$ cat src/rtl/breakout_pkg.sv
`default_nettype none
// ============================================================================
// Module      : breakout_pkg
// Description : Shared state encodings and default constants for the
//               breakout game-flow controller.
// Revision    : 1.0 - initial release
// ============================================================================
package breakout_pkg;

    typedef enum logic [1:0] {
        GS_IDLE  = 2'd0,
        GS_SERVE = 2'd1,
        GS_PLAY  = 2'd2,
        GS_OVER  = 2'd3
    } game_state_t;

    typedef enum logic [1:0] {
        SEQ_IDLE    = 2'd0,
        SEQ_PADDLE  = 2'd1,
        SEQ_BALL    = 2'd2,
        SEQ_COLLIDE = 2'd3
    } seq_state_t;

    localparam int c_DEF_LIVES        = 3;
    localparam int c_DEF_SCORE_W      = 10;
    localparam int c_DEF_SERVE_FRAMES = 120;

endpackage
`default_nettype wire

$ cat src/rtl/breakout_frame_seq.sv
`default_nettype none
// ============================================================================
// Module      : breakout_frame_seq
// Description : Per-frame step sequencer (paddle -> ball -> collide) with a
//               start/done handshake, end-of-frame strobe and sticky overrun.
// Revision    : 1.0 - initial release
// ============================================================================
module breakout_frame_seq
    import breakout_pkg::*;
(
    input  logic clk,
    input  logic rst,
    input  logic i_tick,
    input  logic i_done,
    input  logic i_run_en,
    input  logic i_play_mode,
    output logic o_paddle_step,
    output logic o_ball_step,
    output logic o_collide_step,
    output logic o_seq_idle_stb,
    output logic o_overrun
);

    seq_state_t r_state;
    seq_state_t w_state_nxt;
    logic       r_play_run;
    logic       w_play_run_nxt;
    logic       r_paddle_step;
    logic       r_ball_step;
    logic       r_collide_step;
    logic       r_idle_stb;
    logic       r_overrun;
    logic       w_paddle_nxt;
    logic       w_ball_nxt;
    logic       w_collide_nxt;
    logic       w_idle_stb_nxt;
    logic       w_overrun_nxt;
    logic       w_done_ok;

    // A done coinciding with a step pulse belongs to no started step.
    assign w_done_ok = i_done & ~(r_paddle_step | r_ball_step | r_collide_step);

    always_ff @(posedge clk) begin
        if (rst) begin
            r_state        <= SEQ_IDLE;
            r_play_run     <= 1'b0;
            r_paddle_step  <= 1'b0;
            r_ball_step    <= 1'b0;
            r_collide_step <= 1'b0;
            r_idle_stb     <= 1'b0;
            r_overrun      <= 1'b0;
        end else begin
            r_state        <= w_state_nxt;
            r_play_run     <= w_play_run_nxt;
            r_paddle_step  <= w_paddle_nxt;
            r_ball_step    <= w_ball_nxt;
            r_collide_step <= w_collide_nxt;
            r_idle_stb     <= w_idle_stb_nxt;
            r_overrun      <= w_overrun_nxt;
        end
    end

    always_comb begin
        w_state_nxt    = r_state;
        w_play_run_nxt = r_play_run;
        w_paddle_nxt   = 1'b0;
        w_ball_nxt     = 1'b0;
        w_collide_nxt  = 1'b0;
        w_idle_stb_nxt = 1'b0;
        w_overrun_nxt  = r_overrun;

        case (r_state)
            SEQ_IDLE: begin
                if (i_tick && i_run_en) begin
                    w_state_nxt    = SEQ_PADDLE;
                    w_paddle_nxt   = 1'b1;
                    // Frame length is fixed at start so a mid-frame serve
                    // release cannot stretch a paddle-only frame.
                    w_play_run_nxt = i_play_mode;
                end
            end
            SEQ_PADDLE: begin
                if (w_done_ok) begin
                    if (r_play_run) begin
                        w_state_nxt = SEQ_BALL;
                        w_ball_nxt  = 1'b1;
                    end else begin
                        w_state_nxt    = SEQ_IDLE;
                        w_idle_stb_nxt = 1'b1;
                    end
                end
            end
            SEQ_BALL: begin
                if (w_done_ok) begin
                    w_state_nxt   = SEQ_COLLIDE;
                    w_collide_nxt = 1'b1;
                end
            end
            SEQ_COLLIDE: begin
                if (w_done_ok) begin
                    w_state_nxt    = SEQ_IDLE;
                    w_idle_stb_nxt = 1'b1;
                end
            end
            default: begin
                w_state_nxt = SEQ_IDLE;
            end
        endcase

        if (i_tick && (r_state != SEQ_IDLE)) begin
            w_overrun_nxt = 1'b1;
        end
    end

    assign o_paddle_step  = r_paddle_step;
    assign o_ball_step    = r_ball_step;
    assign o_collide_step = r_collide_step;
    assign o_seq_idle_stb = r_idle_stb;
    assign o_overrun      = r_overrun;

endmodule
`default_nettype wire

$ cat src/rtl/breakout_game_ctrl.sv
`default_nettype none
// ============================================================================
// Module      : breakout_game_ctrl
// Description : Breakout game-flow FSM, lives/score, event latches and frame
//               sequencing. Define BREAKOUT_AUTOSERVE_EN for timed auto-serve.
// Revision    : 1.0 - initial release
// ============================================================================
module breakout_game_ctrl
    import breakout_pkg::*;
#(
    parameter int LIVES        = c_DEF_LIVES,
    parameter int SCORE_W      = c_DEF_SCORE_W,
    parameter int SERVE_FRAMES = c_DEF_SERVE_FRAMES
) (
    input  logic               clk,
    input  logic               rst,
    input  logic               i_frame_tick,
    input  logic               i_btn_select,
    input  logic               i_step_done,
    input  logic               i_ball_lost,
    input  logic               i_brick_hit,
    input  logic               i_bricks_clear,
    output logic               o_paddle_step,
    output logic               o_ball_step,
    output logic               o_collide_step,
    output logic               o_ball_reset,
    output logic               o_bricks_reset,
    output logic [1:0]         o_game_state,
    output logic [1:0]         o_lives,
    output logic [SCORE_W-1:0] o_score,
    output logic               o_overrun
);

    localparam logic [1:0]         c_LIVES_INIT = 2'(LIVES);
    localparam logic [SCORE_W-1:0] c_SCORE_MAX  = '1;

    game_state_t        r_state;
    game_state_t        w_state_nxt;
    logic [1:0]         r_lives;
    logic [1:0]         w_lives_nxt;
    logic [SCORE_W-1:0] r_score;
    logic [SCORE_W-1:0] w_score_nxt;
    logic               r_ball_reset;
    logic               r_bricks_reset;
    logic               w_ball_reset_nxt;
    logic               w_bricks_reset_nxt;
    logic               r_lost_latch;
    logic               r_clear_latch;
    logic               w_lost_latch_nxt;
    logic               w_clear_latch_nxt;
    logic               r_btn_q;
    logic               w_sel_edge;
    logic               w_in_play;
    logic               w_lost;
    logic               w_clear;
    logic               w_seq_stb;
    logic               w_autoserve;

    assign w_sel_edge = i_btn_select & ~r_btn_q;
    assign w_in_play  = (r_state == GS_PLAY);
    assign w_lost     = r_lost_latch  | (i_ball_lost    & w_in_play);
    assign w_clear    = r_clear_latch | (i_bricks_clear & w_in_play);

    breakout_frame_seq u_frame_seq (
        .clk            (clk),
        .rst            (rst),
        .i_tick         (i_frame_tick),
        .i_done         (i_step_done),
        .i_run_en       ((r_state == GS_SERVE) || (r_state == GS_PLAY)),
        .i_play_mode    (w_in_play),
        .o_paddle_step  (o_paddle_step),
        .o_ball_step    (o_ball_step),
        .o_collide_step (o_collide_step),
        .o_seq_idle_stb (w_seq_stb),
        .o_overrun      (o_overrun)
    );

`ifdef BREAKOUT_AUTOSERVE_EN
    localparam logic [7:0] c_SERVE_LAST = 8'(SERVE_FRAMES - 1);

    logic [7:0] r_serve_cnt;

    always_ff @(posedge clk) begin
        if (rst) begin
            r_serve_cnt <= 8'd0;
        end else if ((w_state_nxt == GS_SERVE) && (r_state != GS_SERVE)) begin
            r_serve_cnt <= 8'd0;
        end else if ((r_state == GS_SERVE) && i_frame_tick) begin
            r_serve_cnt <= r_serve_cnt + 8'd1;
        end
    end

    assign w_autoserve = (r_state == GS_SERVE) && i_frame_tick &&
                         (r_serve_cnt == c_SERVE_LAST);
`else
    // SERVE_FRAMES is 1..255, so this folds to 0: SERVE exits on select only.
    assign w_autoserve = (SERVE_FRAMES == 0);
`endif

    always_ff @(posedge clk) begin
        if (rst) begin
            r_state        <= GS_IDLE;
            r_lives        <= 2'd0;
            r_score        <= '0;
            r_ball_reset   <= 1'b0;
            r_bricks_reset <= 1'b0;
            r_lost_latch   <= 1'b0;
            r_clear_latch  <= 1'b0;
            r_btn_q        <= 1'b0;
        end else begin
            r_state        <= w_state_nxt;
            r_lives        <= w_lives_nxt;
            r_score        <= w_score_nxt;
            r_ball_reset   <= w_ball_reset_nxt;
            r_bricks_reset <= w_bricks_reset_nxt;
            r_lost_latch   <= w_lost_latch_nxt;
            r_clear_latch  <= w_clear_latch_nxt;
            r_btn_q        <= i_btn_select;
        end
    end

    always_comb begin
        w_state_nxt        = r_state;
        w_lives_nxt        = r_lives;
        w_score_nxt        = r_score;
        w_ball_reset_nxt   = 1'b0;
        w_bricks_reset_nxt = 1'b0;
        w_lost_latch_nxt   = w_seq_stb ? 1'b0 : w_lost;
        w_clear_latch_nxt  = w_seq_stb ? 1'b0 : w_clear;

        case (r_state)
            GS_IDLE: begin
                if (w_sel_edge) begin
                    w_state_nxt        = GS_SERVE;
                    w_score_nxt        = '0;
                    w_lives_nxt        = c_LIVES_INIT;
                    w_ball_reset_nxt   = 1'b1;
                    w_bricks_reset_nxt = 1'b1;
                end
            end
            GS_SERVE: begin
                if (w_sel_edge || w_autoserve) begin
                    w_state_nxt = GS_PLAY;
                end
            end
            GS_PLAY: begin
                if (i_brick_hit && (r_score != c_SCORE_MAX)) begin
                    w_score_nxt = r_score + 1'b1;
                end
                // Ball/brick events only take effect once the frame's steps finish.
                if (w_seq_stb) begin
                    if (w_clear) begin
                        w_state_nxt        = GS_SERVE;
                        w_ball_reset_nxt   = 1'b1;
                        w_bricks_reset_nxt = 1'b1;
                    end else if (w_lost && (r_lives > 2'd1)) begin
                        w_state_nxt      = GS_SERVE;
                        w_lives_nxt      = r_lives - 2'd1;
                        w_ball_reset_nxt = 1'b1;
                    end else if (w_lost) begin
                        w_state_nxt = GS_OVER;
                        w_lives_nxt = 2'd0;
                    end
                end
            end
            GS_OVER: begin
                if (w_sel_edge) begin
                    w_state_nxt = GS_IDLE;
                end
            end
            default: begin
                w_state_nxt = GS_IDLE;
            end
        endcase
    end

    assign o_game_state   = r_state;
    assign o_lives        = r_lives;
    assign o_score        = r_score;
    assign o_ball_reset   = r_ball_reset;
    assign o_bricks_reset = r_bricks_reset;

endmodule
`default_nettype wire
$ cat config.mk
export PLATFORM = sky130hd
export DESIGN_NAME = breakout_game_ctrl
export DESIGN_NICKNAME = d
export VERILOG_FILES = /design/src/rtl/breakout_pkg.sv /design/src/rtl/breakout_frame_seq.sv /design/src/rtl/breakout_game_ctrl.sv
export SDC_FILE = /design/constraint.sdc
export NUM_CORES = 1
export LEC_CHECK = 0
export CAP_MARGIN = 20
export CORE_MARGIN = 3
export CORE_UTILIZATION = 54
export CTS_BUF_LIST = sky130_fd_sc_hd__clkbuf_16
export DETAILED_ROUTE_END_ITERATION = 12
export HOLD_SLACK_MARGIN = 0.02
export PLACE_DENSITY = 0.95
export REMOVE_ABC_BUFFERS = 1
export SETUP_SLACK_MARGIN = 0.1
export SYNTH_ARGS = -nofsm -noshare
export SYNTH_HDL_FRONTEND = slang
export SYNTH_SLANG_ARGS = --single-unit
$ cat constraint.sdc
create_clock -name clk -period 2.79 [get_ports clk]
set_clock_uncertainty 0.05 [all_clocks]
set_input_delay 0.279 -clock clk [delete_from_list [all_inputs] [get_ports clk]]
set_output_delay 0.279 -clock clk [all_outputs]
set_load 0.01 [all_outputs]
# Word-level counts from Yosys, hierarchy flattened
# Cells that the tools add are included.
[totals]
register_bits = 27
input_bits = 8
out_inout_bits = 20
word_cells = 106
[op_classes]
n_addsub = 2
order_cmp = 1
n_eq_ne = 19
muxes = 37
bitwise = 14
n_reduce_logical = 18
[ops]
columns = ["operator", "count"]
rows = [
  ["$mux 2", 17],
  ["$mux 10", 2],
  ["$pmux 10 s2", 1],
  ["$pmux 2 s4", 2],
  ["$ne 2x2->1 const B", 6],
  ["$mux 1", 11],
  ["$add 10x1->10 const B", 1],
  ["$ne 10x10->1 const B", 1],
  ["$reduce_and 5->1", 2],
  ["$eq 2x2->1 const B", 4],
  ["$ne 2x1->1 const B", 4],
  ["$not 1->1", 6],
  ["$pmux 1 s2", 3],
  ["$reduce_or 2->1", 3],
  ["$and 1x1->1", 4],
  ["$eq 2x1->1 const B", 2],
  ["$logic_and 1x1->1", 4],
  ["$logic_not 2->1", 2],
  ["$ne 4x4->1 const B", 1],
  ["$or 1x1->1", 4],
  ["$pmux 2 s2", 1],
  ["$reduce_and 4->1", 1],
  ["$reduce_bool 2->1", 2],
  ["$ne 3x3->1 const B", 1],
  ["6 further kinds", 6],
]

# Depth between registers and ports, before layout
# Gate-level depths: netlist of the first run.
[logic_depth]
word_depth = 8
depth_mapped = 8
depth_no_buf = 6

# Cells and area by module
# From an unflattened synthesis of the first run, not the netlist that was laid out.
[unflattened]
cells_unflattened = 163
hier_area_um2 = 1483.9
[by_module_without_submodules]
columns = ["mod", "n_inst", "cells_each", "area_each_um2", "seq_area_each_um2"]
rows = [
  ["breakout_game_ctrl", 1, 134, 1177.4, 380.4],
  ["breakout_frame_seq", 1, 29, 306.5, 160.2],
]

# Worst setup path before layout of the first run
# No wires, ideal clock.
[synth_path]
kind = "reg2reg"
from = "register r_state[0], in the netlist o_game_state[0]"
to = "register r_state[1], in the netlist o_game_state[1]"
setup_time_ps = 117
arrival_ps = 1755
t_required_ps = 2623
setup_slack_ps = 867
stages_incl_launch_ff = 8
n_path_buf = 1
synth_period_minus_slack_ps = 1923
path_cell_list = "dfxtp_1 inv_1 ha_1 buf_4 or3_1 a22oi_1 o21ai_1 a32o_1"
[synth_between]
elab_chain_len = 8
word_cells_on_any_way = 19
cone_classes = "8 x eq/ne; 4 x mux; 4 x bitwise; 3 x reduce/logical"
[synth_lines]
columns = ["element", "line_no", "rtl"]
rows = [
  ["start: declaration", "breakout_game_ctrl.sv:37", "game_state_t r_state;"],
  ["start signal: assignment", "breakout_game_ctrl.sv:111", "r_state <= w_state_nxt;"],
  ["$eq 2x2->1", "breakout_game_ctrl.sv:60, breakout_game_ctrl.sv:131", ""],
  ["$and 1x1->1", "breakout_game_ctrl.sv:61", "assign w_lost = r_lost_latch | (i_ball_lost & w_in_play);"],
  ["$or 1x1->1", "breakout_game_ctrl.sv:61", ""],
  ["$logic_and 1x1->1", "breakout_game_ctrl.sv:156", "end else if (w_lost && (r_lives > 2'd1)) begin"],
  ["$mux 2", "breakout_game_ctrl.sv:156", ""],
  ["$mux 2", "breakout_game_ctrl.sv:152", "if (w_clear) begin"],
  ["$mux 2", "breakout_game_ctrl.sv:151", "if (w_seq_stb) begin"],
  ["$pmux 2 s4", "breakout_game_ctrl.sv:131", "case (r_state)"],
]
# Several ways; a longest one is shown, not always the timed one. The select of a mux whose other input is x is not followed.
# A chain may end at the register's enable or synchronous reset.

# Final worst setup path of the first run
[layout_path]
from = "register r_state[0], in the netlist o_game_state[0]"
to = "register r_score[0], in the netlist o_score[0]"
[layout_between]
elab_chain_len = 3
word_cells_on_any_way = 7
cone_classes = "3 x eq/ne; 1 x mux; 3 x reduce/logical"
[layout_lines]
columns = ["element", "line_no", "rtl"]
rows = [
  ["$eq 2x2->1 / $logic_not 2->1 (equally long branches)", "breakout_game_ctrl.sv:131", ""],
  ["$ne 2x2->1 (no line) / $reduce_bool 2->1 (equally long branches)", "n/a", ""],
  ["$reduce_and 3->1 (no line)", "n/a", ""],
  ["end signal: assignment", "breakout_game_ctrl.sv:113", "r_score <= w_score_nxt;"],
  ["end: declaration", "breakout_game_ctrl.sv:41", "logic [SCORE_W-1:0] r_score;"],
]
# Several ways; a longest one is shown, not always the timed one.

==> impl_metrics.csv, run 1 <==
group,metric,value,unit
cts,worstSkewPairLatency,0.26,ns
yosys,synth_seq_cells,27,
place,post-dp-hpwl,2615,µm
cts,clock_tree_from_tritoncts,"done",
worst_setup_path,critical_path.reg2reg.endpoint,"o_score[0]$_SDFFE_PP0P_",
routing,drc,0,
routing,drt_first_iter_violations,92,
floorplanning,fp.coreArea,0.002318,mm²
cts,cts_buffer_depth,2,
power_and_ir_drop,fin_total_pwr,1.186,mW
global_routing,wire_length_of_the_first_global_routing_pass,6610,µm
yosys,synthesis.area,0.001391,mm²
yosys,synth_enable_flop_cells,0,
min_path,worst_hold_startpoint,"u_frame_seq.o_overrun$_SDFFE_PP0P_",
cts,post_cts.resized_instances,0,
yosys,synth_warnings,0,
place,io_buffers,27,
cts,clock-root-buffer,"clkbuf_16",
worst_setup_path,r2r-start,"o_game_state[0]$_SDFFE_PP0P_",
floorplanning,fp.dieW,56.76,µm
place,finalWeightedCongestion,0.9024,
job,cap_viol_max_count,0,
cts,post_cts_hold_buffer_count,0,
floorplanning,die_area,0.003222,mm²
place,place_worst_setup_slack,0.6794,ns
power_and_ir_drop,static-leakage-power,0.5916,nW
global_routing,vias_in_the_first_global_route,1362,
cells_and_area,layout_stage_area_growth_over_the_synthesis_result,26.62,%
min_path,hold_class,"flop to flop",
worst_setup_path,critPathMaxStageDelay,0.53,ns
floorplanning,row_count,17,
cts,htree_levels,1,
cells_and_area,fill_cells,167,
yosys,synthesis.instances,159,
timing,rsz0062_at_grt,"false",
cts,post_cts_setup_driven_buffer_insertion_count,0,
power_and_ir_drop,power.density,673.0,mW/mm²
place,dp_area,0.001683,mm²
timing,setup_violations,0,
timing,timing.final.crit_share,80.13,%
yosys,synth.avg_cell_area,8.751,µm²
yosys,synth_cell_types,46,
global_routing,antenna_found_initial,0,
cells_and_area,post_route_cells_drive_above_1_share,5.914,%
global_routing,gr-usage-all-layers,25.57,%
cells_and_area,final_instance_area,0.001762,mm²
min_path,min_delay_path_depth,2,
routing,drt-wirelength-per-cell,18.02,µm
routing,wirelength,3857,µm
global_routing,grt_total_ovfl,0,
timing,final.setup.tns,0,ns
worst_setup_path,r2r.worst_path.cells,6,
cells_and_area,final_nets,201,
cts,cts_num_sinks,27,
outcome,status,"finished, final reports clean",
routing,drt.antenna.violating_nets,0,
cts,clk_pin_slew,0.06,ns
worst_setup_path,crit_arrival,2.36,ns
global_routing,grt_start_max_net_pins,21,
timing,timing_hold_violations_final,0,
yosys,synthArstFlopShare,0,%
floorplanning,fp.dieH,56.76,µm
worst_setup_path,r2r_setup_slack,0.55,ns
worst_setup_path,worst-path-max-fanout,12,
floorplanning,initial_core_util,60.01,%
routing,vias_per_cell,6.696,
worst_setup_path,timing.setup.critical_path_class,"flop to flop",
yosys,most_instantiated_flip_flop_cell_in_the_synthesis_netlist,"dfxtp_1",
min_path,worstHoldEndpoint,"u_frame_seq.o_overrun$_SDFFE_PP0P_",
timing,timing_worst_slew_pin_value,0.5534,ns
yosys,ys_seq_area_share,38.85,%
cells_and_area,final_antenna_diode_count,0,
timing,fmax,0.4473,GHz
worst_setup_path,required,2.91,ns
floorplanning,pin_count,28,
routing,detailroute.via_count,1433,
timing,min_period,2.236,ns
worst_setup_path,critical-path-slowest-cell,"or4_1",
timing,post-route-worst-setup-slack,0.5544,ns
routing,drt_pre_antenna_iters,4,
timing,max_slew_vio_count,0,
worst_setup_path,crit_path_end_kind,"flop",
worst_setup_path,setup.worst_path.start_class,"flop",
worst_setup_path,crit_path_cell_trace,"inv_1 -> ha_1 -> mux2i_1 -> a21o_1 -> or4_1 -> a21oi_1",
timing,worst_slew_margin_rel,62.83,%
power_and_ir_drop,max-vdd-ir-drop,0.4895,mV
cts,numCtsBuffers,3,
## final cells by class
class	instances	area, µm²	area share, %
clock buffers	3	75.07	4.261
clock inverters	1	3.754	0.2131
inverters	7	26.28	1.491
multi-input cells	119	795.8	45.17
flip-flops and latches	27	540.5	30.68
well taps	28	35.03	1.989
repair buffers	29	285.3	16.19
## power by group
| part | internal (mW) | switching [mW] | leakage [nW] |
|---|---|---|---|
| logic | 0.159 | 0.235 | 0.330 |
| clock network | 0.192 | 0.132 | 0.0423 |
| registers | 0.424 | 0.0441 | 0.219 |
## stage by stage
step | hold slack (ns) | utilization (%) | std cells
global placement | 0.3855 | 72.59 | 210
detailed placement | 0.3947 | 72.59 | 210
global route | 0.4317 | 75.98 | 214
finish | 0.3975 | 75.98 | 214
floorplan | 0.2981 | - | 153
CTS | 0.4002 | 75.98 | 214
## kinds of logic after synthesis
family                     count (synthesis)  synth area share (%)
adders and majority gates                  6                 5.396
DFF                                       27                 38.85
and+or+nand+nor                           59                 25.45
muxes                                      2                 1.439
AOI/OAI and AO/OA                         52                 24.91
buffers and inverters                     13                 3.957
## routing by layer
metal	share of wire, %	track usage, %	routed length [µm]
met1	40	31.80	1547
met2	51	45.05	1972
met3	7.1	3.448	274
met4	1.6	8.278	63
met5	0	0	0
## Yosys cell counts (3+ instances only)
master	number	area, µm²
a21oi_1	14	70.07
o21ai_0	4	20.02
dfxtp_1	27	540.5
inv_1	5	18.77
o41ai_1	3	26.28
nor2_1	7	26.28
or4_1	3	22.52
ha_1	6	75.07
nand3_1	8	40.04
o21ai_1	9	45.04
clkbuf_1	3	11.26
nor4_1	3	18.77
nand4_1	3	18.77
nor3_1	10	50.05
nand2_1	9	33.78
## critical path: cells and delay by family, from the launching register on
kind | cells | cell delay [ns]
flip-flops | 1 | 0.36
buffers and inverters | 1 | 0.13
adder cells (fa/ha/maj) | 1 | 0.35
multiplexers | 1 | 0.19
AO/OA/AOI/OAI | 2 | 0.54
AND/OR/NAND/NOR | 1 | 0.53
## flip-flops by register name, summed over array words and instances, names as in the netlist, named ones only
register / count
o_ball_reset: 1
o_bricks_reset: 1
o_game_state: 2
o_lives: 2
o_score: 10
r_btn_q: 1
r_clear_latch: 1
r_lost_latch: 1
u_frame_seq.o_ball_step: 1
u_frame_seq.o_collide_step: 1
u_frame_seq.o_overrun: 1
u_frame_seq.o_paddle_step: 1
u_frame_seq.o_seq_idle_stb: 1
u_frame_seq.r_play_run: 1
u_frame_seq.r_state: 1
## worst max path at each step
stage                                             from                 endpoint  slack (ns)  depth (start not counted)
after floorplan           o_game_state[1]$_SDFFE_PP0P_  o_score[2]$_SDFFE_PP0P_        0.59                          5
after global placement                    i_btn_select  o_score[2]$_SDFFE_PP0P_        0.75                          5
after detailed placement                  i_btn_select  o_score[2]$_SDFFE_PP0P_        0.68                          5
after CTS                 o_game_state[0]$_SDFFE_PP0P_  o_score[0]$_SDFFE_PP0P_        0.61                          6
after global routing      o_game_state[0]$_SDFFE_PP0P_  o_score[0]$_SDFFE_PP0P_        0.45                          6
final                     o_game_state[0]$_SDFFE_PP0P_  o_score[0]$_SDFFE_PP0P_        0.55                          6
## placed cells by master (no fill, tap or decap), types with 3 or more instances in the layout
cell / instances
dfxtp_1: 27
clkdlybuf4s50_1: 27
a21oi_1: 14
nor3_1: 10
nand2_1: 9
o21ai_1: 9
nand3_1: 8
nor2_1: 7
inv_1: 6
ha_1: 6
o21ai_0: 4
or4_1: 3
nand4_1: 3
o41ai_1: 3
nor4_1: 3
clkbuf_16: 3
No activity file was read; power rests on OpenSTA's default activity.
==> inputs of run 2 (changes only) <==
--- a/config.mk
+++ b/config.mk
@@ -7,11 +7,11 @@
 export LEC_CHECK = 0
 export CAP_MARGIN = 20
 export CORE_MARGIN = 3
-export CORE_UTILIZATION = 54
+export CORE_UTILIZATION = 50
 export CTS_BUF_LIST = sky130_fd_sc_hd__clkbuf_16
 export DETAILED_ROUTE_END_ITERATION = 12
 export HOLD_SLACK_MARGIN = 0.02
-export PLACE_DENSITY = 0.95
+export PLACE_DENSITY = 0.9
 export REMOVE_ABC_BUFFERS = 1
 export SETUP_SLACK_MARGIN = 0.1
 export SYNTH_ARGS = -nofsm -noshare
==> constraint.sdc (replaced) <==
create_clock -name clk -period 2.2 [get_ports clk]
set_clock_uncertainty 0.05 [all_clocks]
set_input_delay 0.22 -clock clk [delete_from_list [all_inputs] [get_ports clk]]
set_output_delay 0.22 -clock clk [all_outputs]
set_load 0.01 [all_outputs]
==> impl_metrics.csv, run 2 (synthesis gave the netlist of run 1 again) <==
group,metric,value,unit
outcome,status,"finished, final reports clean",
worst_setup_path,worst-path-max-fanout,7,
global_routing,vias_in_the_first_global_route,1218,
cts,clk_pin_slew,0.06,ns
worst_setup_path,setup.worst_path.start_class,"flop",
routing,wirelength,3341,µm
timing,setup_violations,0,
worst_setup_path,timing.setup.critical_path_class,"flop to flop",
cts,cts_num_sinks,27,
worst_setup_path,r2r.worst_path.cells,6,
place,io_buffers,27,
cells_and_area,finish.utilization,69.93,%
floorplanning,pin_count,28,
worst_setup_path,crit_path_end_kind,"flop",
worst_setup_path,critical_path.reg2reg.endpoint,"o_score[2]$_SDFFE_PP0P_",
cells_and_area,layout_stage_area_growth_over_the_synthesis_result,29.05,%
routing,detailroute.via_count,1383,
routing,drt_first_iter_violations,71,
worst_setup_path,critPathMaxStageDelay,0.52,ns
timing,rsz0062_at_grt,"false",
routing,drt.antenna.violating_nets,0,
floorplanning,fp.dieW,58.75,µm
global_routing,antenna_found_initial,0,
cts,clock-root-buffer,"clkbuf_16",
power_and_ir_drop,max-vdd-ir-drop,1.040,mV
power_and_ir_drop,power.sequential.fraction,39.1,%
floorplanning,row_count,18,
routing,drt-wirelength-per-cell,15.26,µm
worst_setup_path,required,2.34,ns
job,cap_viol_max_count,0,
cts,htree_levels,1,
floorplanning,die_area,0.003452,mm²
cells_and_area,fill_cells,201,
timing,post-route-worst-setup-slack,0.2418,ns
timing,fmax,0.5107,GHz
timing,max_slew_vio_count,0,
place,place_worst_setup_slack,0.1706,ns
cts,clock_tree_from_tritoncts,"done",
floorplanning,initial_core_util,54.19,%
cells_and_area,largest_register_ffs,10,
worst_setup_path,cp_top_family,"simple AND/OR/NAND/NOR gates",
global_routing,wire_length_of_the_first_global_routing_pass,5409,µm
cts,worstSkewPairLatency,0.26,ns
routing,drt_pre_antenna_iters,4,
global_routing,gr-usage-all-layers,19.69,%
power_and_ir_drop,comb_power_share,34.2,%
cells_and_area,stdcell_count,219,
place,dp_area,0.001708,mm²
min_path,worstHoldEndpoint,"u_frame_seq.o_overrun$_SDFFE_PP0P_",
cells_and_area,final_common_cell,"clkdlybuf4s50_1",
cts,numCtsBuffers,3,
power_and_ir_drop,power.switching,0.5008,mW
timing,timing_hold_violations_final,0,
cts,cts_buffer_depth,2,
min_path,worst_hold_startpoint,"u_frame_seq.o_overrun$_SDFFE_PP0P_",
timing,final.setup.tns,0,ns
place,post-dp-hpwl,2485,µm
cells_and_area,final_antenna_diode_count,0,
power_and_ir_drop,power.density,844.6,mW/mm²
place,finalWeightedCongestion,0.8899,
timing,timing.final.crit_share,89.01,%
power_and_ir_drop,internal_power,1.016,mW
place,place_inst,215,
timing,worst_slew_margin_rel,64.19,%
global_routing,grt_start_max_net_pins,16,
floorplanning,fp.dieH,58.75,µm
min_path,min_delay_path_depth,2,
global_routing,grt_total_ovfl,0,
worst_setup_path,cp.depth,6,
power_and_ir_drop,static-leakage-power,0.6054,nW
worst_setup_path,crit_arrival,2.10,ns
worst_setup_path,r2r-start,"o_game_state[0]$_SDFFE_PP0P_",
cells_and_area,post_route_cells_drive_above_1_share,8.995,%
cells_and_area,area.sequential,541.8,µm²
power_and_ir_drop,power.share.clock,26.7,%
cts,post_cts_setup_driven_buffer_insertion_count,0,
cells_and_area,most-common-layout-cells,"clkdlybuf4s50_1 (27), dfxtp_1 (26), a21oi_1 (14)",
power_and_ir_drop,switching_share,33.02,%
worst_setup_path,critical-path-slowest-cell,"or4_1",
worst_setup_path,r2r_setup_slack,0.24,ns
worst_setup_path,crit_path_cell_trace,"inv_1 -> ha_1 -> mux2i_1 -> a21o_1 -> or4_1 -> a31oi_1",
timing,min_period,1.958,ns
routing,drc,0,
timing,timing_worst_slew_pin_value,0.5302,ns
routing,vias_per_cell,6.315,
worst_setup_path,cp_num_buf_inv,1,
cells_and_area,final_nets,204,
floorplanning,fp.coreArea,0.002567,mm²
cells_and_area,multiInputGateArea,803.3,µm²
min_path,hold_class,"flop to flop",
cells_and_area,final_instance_area,0.001795,mm²
==> run 2: cell count changes in the layout (fill, tap and decap cells not counted), sizes merged <==
cell  before  now
buf        2    5
==> run 2: cell type report <==
class | instances | share of cell area [%]
multi-input cells | 119 | 44.74
clock inverters | 1 | 0.2091
well taps | 30 | 2.091
inverters | 7 | 1.463
repair buffers | 32 | 17.14
flip-flops and latches | 27 | 30.17
clock buffers | 3 | 4.181
==> run 2: power by group through the flow <==
| stage | logic (mW) | clock network (mW) | registers (mW) |
|---|---|---|---|
| finish | 0.519 | 0.405 | 0.593 |
| detailed placement | 0.495 | 0 | 0.600 |
| global route | 0.566 | 0.434 | 0.600 |
| global placement | 0.480 | 0 | 0.594 |
| floorplan | 0.286 | 0 | 0.609 |
| CTS | 0.497 | 0.407 | 0.590 |
==> run 2: metal layers <==
layer	routed length [µm]	vias up	track usage [%]
li1	-	677	-
met1	1450	631	25.34
met2	1630	71	32.97
met3	239	4	5.482
met4	21	0	3.883
met5	0	-	0
==> run 2: per-stage QoR <==
step	hold WS (ns)	total power, mW
2_1_floorplan	0.2391	0.8948
3_3_place_gp	0.3872	1.075
3_5_place_dp	0.3940	1.095
4_1_cts	0.4021	1.494
5_1_grt	0.4367	1.600
6_report	0.4024	1.516
==> run 2: tightest hold or removal path: stages (launching register included) <==
cell	delay [ns]
dfxtp_1	0.31
inv_1	0.05
a21oi_1	0.05
==> run 2: worst max-delay path by stage <==
| stage | start | end | slack [ns] |
|---|---|---|---|
| after floorplan | o_game_state[1]$_SDFFE_PP0P_ | o_score[2]$_SDFFE_PP0P_ | -0.004 |
| after global placement | o_game_state[0]$_SDFFE_PP0P_ | o_game_state[1]$_SDFFE_PP0P_ | 0.26 |
| after detailed placement | o_game_state[0]$_SDFFE_PP0P_ | o_score[2]$_SDFFE_PP0P_ | 0.17 |
| after CTS | o_game_state[0]$_SDFFE_PP0P_ | o_score[2]$_SDFFE_PP0P_ | 0.17 |
| after global routing | o_game_state[1]$_SDFFE_PP0P_ | o_score[2]$_SDFFE_PP0P_ | 0.14 |
| final | o_game_state[0]$_SDFFE_PP0P_ | o_score[2]$_SDFFE_PP0P_ | 0.24 |
==> run 2: repair_timing <==
action / in CTS / in global routing
hold buffers: 0 / 0
setup endpoints to repair: 0 / 4
gates resized for setup: 0 / 3
